--- src/rtl/pulse_detector_pkg.sv ---
// Shared definitions for the pulse detector: FSM encodings, default sizes and strobe bundle.
// Pulse generator benches reuse the same encodings and defaults.
package pulse_detector_pkg;

    localparam logic [1:0] ST_IDLE    = 2'd0;
    localparam logic [1:0] ST_MEASURE = 2'd1;
    localparam logic [1:0] ST_OVERRUN = 2'd2;

    localparam int DEF_WIDTH_BITS = 8;
    localparam int DEF_COUNT_BITS = 8;
    localparam int DEF_MIN_WIDTH  = 2;
    localparam int DEF_MAX_WIDTH  = 200;

    typedef struct packed {
        logic valid;
        logic glitch;
        logic overrun;
    } strobe_t;

endpackage

--- src/rtl/pulse_detector_if.sv ---
// Pulse line in, measurement results out; the stimulus side is the master.
interface pulse_detector_if import pulse_detector_pkg::*; #(
    parameter int WIDTH_BITS = DEF_WIDTH_BITS,
    parameter int COUNT_BITS = DEF_COUNT_BITS
);
    logic                  signal_in;
    logic                  clear;
    logic [WIDTH_BITS-1:0] width;
    logic                  valid;
    logic                  glitch;
    logic                  overrun;
    logic                  busy;
    logic [COUNT_BITS-1:0] pulse_count;

    modport master (
        output signal_in, clear,
        input  width, valid, glitch, overrun, busy, pulse_count
    );

    modport slave (
        input  signal_in, clear,
        output width, valid, glitch, overrun, busy, pulse_count
    );
endinterface

--- src/rtl/pulse_detector_sync_2ff.sv ---
// Two-flop synchronizer for a single asynchronous line, async active-high reset.
module sync_2ff (
    input  logic clk_i,
    input  logic rst_i,
    input  logic d_i,
    output logic q_o
);
    logic s1_q, s2_q;

    always_ff @(posedge clk_i or posedge rst_i) begin
        if (rst_i) begin
            s1_q <= 1'b0;
            s2_q <= 1'b0;
        end else begin
            s1_q <= d_i;
            s2_q <= s1_q;
        end
    end

    assign q_o = s2_q;
endmodule

--- src/rtl/pulse_detector.sv ---
// Measures high pulses on an asynchronous line in clock cycles; reports accepted
// pulses with width and running count, and flags glitches and overruns.
module pulse_detector import pulse_detector_pkg::*; #(
    parameter int WIDTH_BITS = DEF_WIDTH_BITS,
    parameter int COUNT_BITS = DEF_COUNT_BITS,
    parameter int MIN_WIDTH  = DEF_MIN_WIDTH,
    parameter int MAX_WIDTH  = DEF_MAX_WIDTH
) (
    input  logic          clock,
    input  logic          reset,
    pulse_detector_if.slave pd
);
    logic                  s2, s3_q, rise, fall;
    logic [1:0]            state_q, state_d;
    logic [WIDTH_BITS-1:0] cnt_q, cnt_d, width_q, width_d;
    logic [COUNT_BITS-1:0] count_q, count_d;
    strobe_t               stb_q, stb_d;

    sync_2ff u_sync (
        .clk_i (clock),
        .rst_i (reset),
        .d_i   (pd.signal_in),
        .q_o   (s2)
    );

    assign rise = s2 & ~s3_q;
    assign fall = ~s2 & s3_q;

    always_comb begin
        state_d = state_q;
        cnt_d   = cnt_q;
        width_d = width_q;
        count_d = count_q;
        stb_d   = '0;
        case (state_q)
            ST_IDLE: begin
                if (rise) begin
                    state_d = ST_MEASURE;
                    cnt_d   = WIDTH_BITS'(1);
                end
            end
            ST_MEASURE: begin
                if (s2) begin
                    cnt_d = cnt_q + 1'b1;
                    // Stop counting at MAX_WIDTH so the counter can never wrap.
                    if (cnt_d == WIDTH_BITS'(MAX_WIDTH)) begin
                        stb_d.overrun = 1'b1;
                        state_d       = ST_OVERRUN;
                    end
                end else if (fall) begin
                    state_d = ST_IDLE;
                    if (cnt_q >= WIDTH_BITS'(MIN_WIDTH)) begin
                        width_d     = cnt_q;
                        count_d     = count_q + 1'b1;
                        stb_d.valid = 1'b1;
                    end else begin
                        stb_d.glitch = 1'b1;
                    end
                end
            end
            ST_OVERRUN: begin
                if (fall) state_d = ST_IDLE;
            end
            default: state_d = ST_IDLE;
        endcase
        if (pd.clear) count_d = '0;
    end

    always_ff @(posedge clock or posedge reset) begin
        if (reset) begin
            s3_q    <= 1'b0;
            state_q <= ST_IDLE;
            cnt_q   <= '0;
            width_q <= '0;
            count_q <= '0;
            stb_q   <= '0;
        end else begin
            s3_q    <= s2;
            state_q <= state_d;
            cnt_q   <= cnt_d;
            width_q <= width_d;
            count_q <= count_d;
            stb_q   <= stb_d;
        end
    end

    assign pd.width       = width_q;
    assign pd.valid       = stb_q.valid;
    assign pd.glitch      = stb_q.glitch;
    assign pd.overrun     = stb_q.overrun;
    assign pd.busy        = (state_q != ST_IDLE);
    assign pd.pulse_count = count_q;
endmodule

--- src/flat_wrapper.sv ---
// flat-port wrapper written by rule: the top's interface ports become plain ports
module pulse_detector_flat import pulse_detector_pkg::*;
#(
    parameter int WIDTH_BITS = DEF_WIDTH_BITS,
    parameter int COUNT_BITS = DEF_COUNT_BITS,
    parameter int MIN_WIDTH  = DEF_MIN_WIDTH,
    parameter int MAX_WIDTH  = DEF_MAX_WIDTH
)
  (clock, reset, pd_signal_in, pd_clear, pd_width, pd_valid, pd_glitch, pd_overrun, pd_busy, pd_pulse_count);
  pulse_detector_if #(.WIDTH_BITS(WIDTH_BITS), .COUNT_BITS(COUNT_BITS)) pd_i ();
  input  logic clock;
  input  logic reset;
  input wire logic [$bits(pd_i.signal_in)-1:0] pd_signal_in;
  input wire logic [$bits(pd_i.clear)-1:0] pd_clear;
  output wire logic [$bits(pd_i.width)-1:0] pd_width;
  output wire logic [$bits(pd_i.valid)-1:0] pd_valid;
  output wire logic [$bits(pd_i.glitch)-1:0] pd_glitch;
  output wire logic [$bits(pd_i.overrun)-1:0] pd_overrun;
  output wire logic [$bits(pd_i.busy)-1:0] pd_busy;
  output wire logic [$bits(pd_i.pulse_count)-1:0] pd_pulse_count;
  assign pd_i.signal_in = pd_signal_in;
  assign pd_i.clear = pd_clear;
  assign pd_width = pd_i.width;
  assign pd_valid = pd_i.valid;
  assign pd_glitch = pd_i.glitch;
  assign pd_overrun = pd_i.overrun;
  assign pd_busy = pd_i.busy;
  assign pd_pulse_count = pd_i.pulse_count;
  pulse_detector #(.WIDTH_BITS(WIDTH_BITS), .COUNT_BITS(COUNT_BITS), .MIN_WIDTH(MIN_WIDTH), .MAX_WIDTH(MAX_WIDTH)) u_core (.clock(clock), .reset(reset), .pd(pd_i));
endmodule
--- config.mk ---
export PLATFORM = sky130hd
export DESIGN_NAME = pulse_detector_flat
export DESIGN_NICKNAME = d
export VERILOG_FILES = /design/src/rtl/pulse_detector_pkg.sv /design/src/rtl/pulse_detector_if.sv /design/src/rtl/pulse_detector_sync_2ff.sv /design/src/rtl/pulse_detector.sv /design/src/flat_wrapper.sv
export SDC_FILE = /design/constraint.sdc
export NUM_CORES = 1
export LEC_CHECK = 0
export ABC_CLOCK_PERIOD_IN_PS = 3400
export CORE_ASPECT_RATIO = 1.5
export CORE_MARGIN = 1
export CORE_UTILIZATION = 56
export CTS_BUF_LIST = sky130_fd_sc_hd__clkbuf_16
export CTS_CLUSTER_SIZE = 12
export DETAILED_ROUTE_END_ITERATION = 8
export GPL_ROUTABILITY_DRIVEN = 0
export PLACE_DENSITY = 0.92
export SYNTH_ARGS = -nofsm -noshare
export SYNTH_HDL_FRONTEND = slang
export SYNTH_HIERARCHICAL = 1
export SYNTH_SLANG_ARGS = --single-unit
--- constraint.sdc ---
create_clock -name clock -period 3.4 [get_ports clock]
set_input_delay 1.02 -clock clock [delete_from_list [all_inputs] [get_ports clock]]
set_output_delay 1.02 -clock clock [all_outputs]
set_load 0.05 [all_outputs]
# Word level (Yosys, flattened, before mapping)
# Index checks and enable logic that the tools add are counted.
[op_classes] n_addsub=2 n_lt_le_gt_ge=1 eq_ne=7 mux=20 n_bitwise=4 n_reduce_logical=10
[op_table] operator="8-bit 2-to-1 mux" n=7
[op_table] operator="8-bit by 1-bit adder with 8-bit output, second input constant" n=2
[op_table] operator="8-bit one-hot mux with 2 select lines" n=1
[op_table] operator="2-bit 2-to-1 mux" n=6
[op_table] operator="2-bit nonzero test" n=5
[op_table] operator="8-bit == test, second input constant" n=1
[op_table] operator="8-bit by 2-bit greater-or-equal comparator with 1-bit output, second input constant" n=1
[op_table] operator="4-bit AND reduction" n=2
[op_table] operator="2-bit one-hot mux with 3 select lines" n=1
[op_table] operator="1-bit 2-to-1 mux" n=4
[op_table] operator="2-bit inequality test, second input constant" n=2
[op_table] operator="3-bit 2-to-1 mux" n=1
[op_table] operator="3-bit by 2-bit inequality test with 1-bit output, second input constant" n=1
[op_table] operator="3-bit AND reduction" n=1
[op_table] operator="1-bit AND" n=2
[op_table] operator="2-bit by 1-bit == test with 1-bit output, second input constant" n=1
[op_table] operator="2-bit == test, second input constant" n=1
[op_table] operator="2-bit zero test" n=1
[op_table] operator="2-bit by 1-bit inequality test with 1-bit output, second input constant" n=1
[op_table] operator="1-bit NOT" n=2
[op_table] operator="2-bit AND reduction" n=1
[word_totals] regBits=32 in_bits=4 out_inout_bits=20 word_cells=54

# Longest topological paths before layout
[logic_depth] ltp_word=6 depth_mapped=7 mapped_depth_nobuf=6

# Modules after synthesis
# Netlist, hierarchy kept.
[modules_own_cells] mod="pulse_detector" n_inst=1 cells_per_inst=137 area_per_inst_um2=1498.9 seq_area_each_um2=750.7
[modules_own_cells] mod="sync_2ff" n_inst=1 cells_per_inst=3 area_per_inst_um2=53.8 seq_area_each_um2=50.0

# Worst setup path after synthesis
# Ideal clock, no wire load.
[synth_path] kind="reg-to-output" startpoint="register u_core.state_q[0]" endpoint="output pd_busy" t_arrival_ns=0.835 required_time_ns=2.380 path_slack_ns=1.545 stages_incl_launch_ff=2 n_path_buf=0 cell_sequence="dfrtp_1 > or2_2"
[synth_via] elab_chain_len=1
[synth_lines] item="start: declaration" line="pulse_detector.sv:14" text="logic [1:0] state_q, state_d;"
[synth_lines] item="start signal: assignment" line="pulse_detector.sv:79" text="state_q <= state_d;"
[synth_lines] item="2-bit nonzero test" line="pulse_detector.sv:91" text="assign pd.busy = (state_q != ST_IDLE);"
[synth_lines] item="end: declaration" line="flat_wrapper.sv:19" text="output wire logic [$bits(pd_i.busy)-1:0] pd_busy;"
# Every way passes these cells.

# Worst setup path after layout
# Same ends and word-level chain as after synthesis.

==> flow_summary_export.csv <==
group,metric,value,unit
outcome,status,"completed",
cts,clk-insertion-delay-late,0.27,ns
sta,timing.slew.headroom,44.5,%
final_layout,syn2layout_area_growth,24.9,%
final_layout,drive_above_1_share,12.0,%
pwr,cellLeakagePower,0.836,nW
global_route,grt_overflow_total,0,
drt,vias,1173,
yosys,async_flop_share,100,%
yosys,avgSynthCellArea,11.1,sq um
min_path,hold_class,"flip-flop to flip-flop",
sta,hold_violations,0,
drt,drc_errors,0,
global_route,grt_start_max_net_pins,31,
final_layout,antennaDiodeCount,0,
floorplan,start_util,58.6,%
floorplan,dieArea,2990,sq um
floorplan,io_pins,24,
cts,path_clk_slew,0.05,ns
cts,cts-root-buf,"clkbuf_16",
placement,place_hpwl,2170,um
yosys,synth_cells,140,
cts,cts-hold-fix-buffers,0,
cts,cts_tree,"yes",
cts,clockBufferDepth,2,
floorplan,row_count,23,
yosys,synth_seq_area_share,51.6,%
sta,finalCritPeriodShare,80.3,%
placement,placed_area,1810,sq um
placement,port_buffers,23,
drt,wl_met1,1260,um
drt,drt_pass1_iterations,4,
critical_path,critical_path.cell_chain,"or2_2 -> clkdlybuf4s50_1",
final_layout,utilization,73.3,%
drt,maxUsedRoutingLayer,"met4",
cts,cts_buffers,5,
sta,drv_slew,0,
sta,setup_viol_count_final,0,
critical_path,required,2.38,ns
yosys,synth_ff_type,"dfrtp_1",
global_route,track_usage,26.1,%
critical_path,critPathTopFamily,"buffers and inverters",
drt,vias_per_cell,5.75,
critical_path,slowest_stage,"clkdlybuf4s50_1",
sta,period_needed,2.73,ns
sta,fin_tns_setup,0,ns
final_layout,multi_input_area,699,sq um
pwr,power_density,657,nW/um^2
critical_path,worst-path-buf-inv,1,
critical_path,slowest_delay,0.70,ns
yosys,synth_warnings,6,
sta,fmax,0.366,GHz
yosys,ys_types,40,
drt,routedWlPerCell,15.6,um
sta,setup_slack,0.668,ns
final_layout,seq_area,801,sq um
floorplan,die_y,66.5,um
critical_path,cp-start-kind,"flip-flop",
cts,clock-sinks,32,
global_route,grt_pass1_vias,1234,
critical_path,worstSetupEndpointType,"primary output",
sta,worst_pin_slew,0.832,ns
critical_path,cp_max_fo,8,
drt,wirelength,3170,um
drt,wl_met2,1730,um
global_route,grt_pass1_wl,5530,um
floorplan,core_area,2650,sq um
cts,cts_max_level,2,
critical_path,arrival,1.71,ns
run,maxCapViolCount,0,
yosys,synth_fp_nets,148,
critical_path,path_class,"flip-flop to primary output",
yosys,ys_ff_latch,32,
sta,clock_skew,0.00402,ns
yosys,synth-edff-count,0,
sta,grt_setup_unrepaired,"false",
pwr,peakVddDrop,0.000530,V
global_route,antenna_found_initial,0,
final_layout,design_area,1940,sq um
cts,post_cts_buffers,0,
placement,dp_slack,0.954,ns
drt,drt_iter0_drc,44,
cts,ctsResizeCount,0,
floorplan,die_width,45.0,um
final_layout,nNetsFinal,175,
drt,detail-route-antenna-nets,0,
drt,dr_wl_met3,123,um
final_layout,fillCellCount,192,
yosys,synth_area,1550,sq um
[cells in the final DEF (no fill, tap or decap), types with 3 or more instances in the layout]
cell type and instances:
clkdlybuf4s50_1 23, dfrtp_1 32, o21ai_0 10, nor2_1 14, mux2_4 6, nor2b_1 3
a211oi_1 3, nand2b_1 3, inv_1 6, nand2_1 11, ha_1 4, xnor2_1 6
nand3_1 3, nand4_1 3, clkbuf_16 5, nand3b_1 3
[cells by family (layout without fill, tap and decap cells)]
logic type | Yosys count | in the layout | synth area share (%)
simple gates | 53 | 53 | 19.1
flops | 32 | 32 | 51.6
compound gates | 24 | 24 | 10.2
mux | 10 | 10 | 8.62
buf+inv | 10 | 37 | 3.38
xor+xnor | 7 | 7 | 3.95
fa+ha+maj | 4 | 4 | 3.22
[Yosys cell counts, drive strengths merged (3+ instances only)]
master / n / area, sq um
nor2b: 3 / 18.8
nor4: 3 / 31.3
nand3: 3 / 15.0
o21ai: 10 / 50.1
inv: 6 / 22.5
buf: 3 / 26.3
xnor2: 6 / 52.6
nand3b: 3 / 22.5
a211oi: 3 / 22.5
nand4: 3 / 18.8
mux2: 9 / 124
nand2b: 3 / 18.8
dfrtp: 32 / 801
nor2: 14 / 52.6
nand2: 11 / 41.3
ha: 4 / 50.1
a21oi: 3 / 18.8
[stage by stage]
step | hold WS, ns | cells | total power (W)
2_1_floorplan | 0.331 | 140 | 0.000775
3_3_place_gp | 0.342 | 197 | 0.000855
3_5_place_dp | 0.345 | 197 | 0.000874
4_1_cts | 0.364 | 204 | 0.00129
5_1_grt | 0.366 | 204 | 0.00133
6_report | 0.359 | 204 | 0.00127
[worst reg2reg max path, cell delays in order, from the launching register on]
cell	delay (ns)
dfrtp_1	0.44
nand4bb_1	0.43
a21oi_2	0.74
nand4_1	0.20
mux2_1	0.37
[per-layer routing]
metal / vias to the layer above / GRT usage (%)
met1: 584 / 29.6
met5: - / 0
met2: 37 / 43.3
li1: 547 / -
met4: 0 / 15.9
met3: 5 / 5.69
[cell type report]
class                           count  area share, %
Clock buffer                        5           6.45
Inverter                            6           1.16
Clock inverter                      2          0.387
Tap cell                           37           2.39
Timing Repair Buffer               24           12.3
Multi-Input combinational cell     98           36.1
Sequential cell                    32           41.3
[worst paths after layout]
kind	from	endpoint	slack, ns	depth (start not counted)
worst max register to register	u_core/u_sync/q_o$_DFF_PP0_	u_core/pd.pulse_count[6]$_DFFE_PP0P_	1.09	4
worst max-delay path	u_core/state_q[0]$_DFFE_PP0P_	pd_busy	0.67	2
worst min register to register	u_core/u_sync/s1_q$_DFF_PP0_	u_core/u_sync/q_o$_DFF_PP0_	0.36	0
max in group asynchronous	reset	u_core/pd.pulse_count[0]$_DFFE_PP0P_	1.97	3
worst min-delay path	u_core/u_sync/s1_q$_DFF_PP0_	u_core/u_sync/q_o$_DFF_PP0_	0.36	0
min in group asynchronous	reset	u_core/u_sync/s1_q$_DFF_PP0_	0.93	2
[flip-flops by register name, indices dropped and copies added (netlist names)]
register,count
u_core/cnt_q,8
u_core/pd.glitch,1
u_core/pd.overrun,1
u_core/pd.pulse_count,8
u_core/pd.valid,1
u_core/pd.width,8
u_core/s3_q,1
u_core/state_q,2
u_core/u_sync/q_o,1
u_core/u_sync/s1_q,1
[report_power, final]
part | leakage, nW | switching [W] | internal [W]
Clock | 0.0648 | 0.000141 | 0.000260
Combinational | 0.343 | 0.000229 | 0.000145
Sequential | 0.428 | 0.0000683 | 0.000432
Total | 0.836 | 0.000438 | 0.000837
No activity file was read; power rests on OpenSTA's default activity.
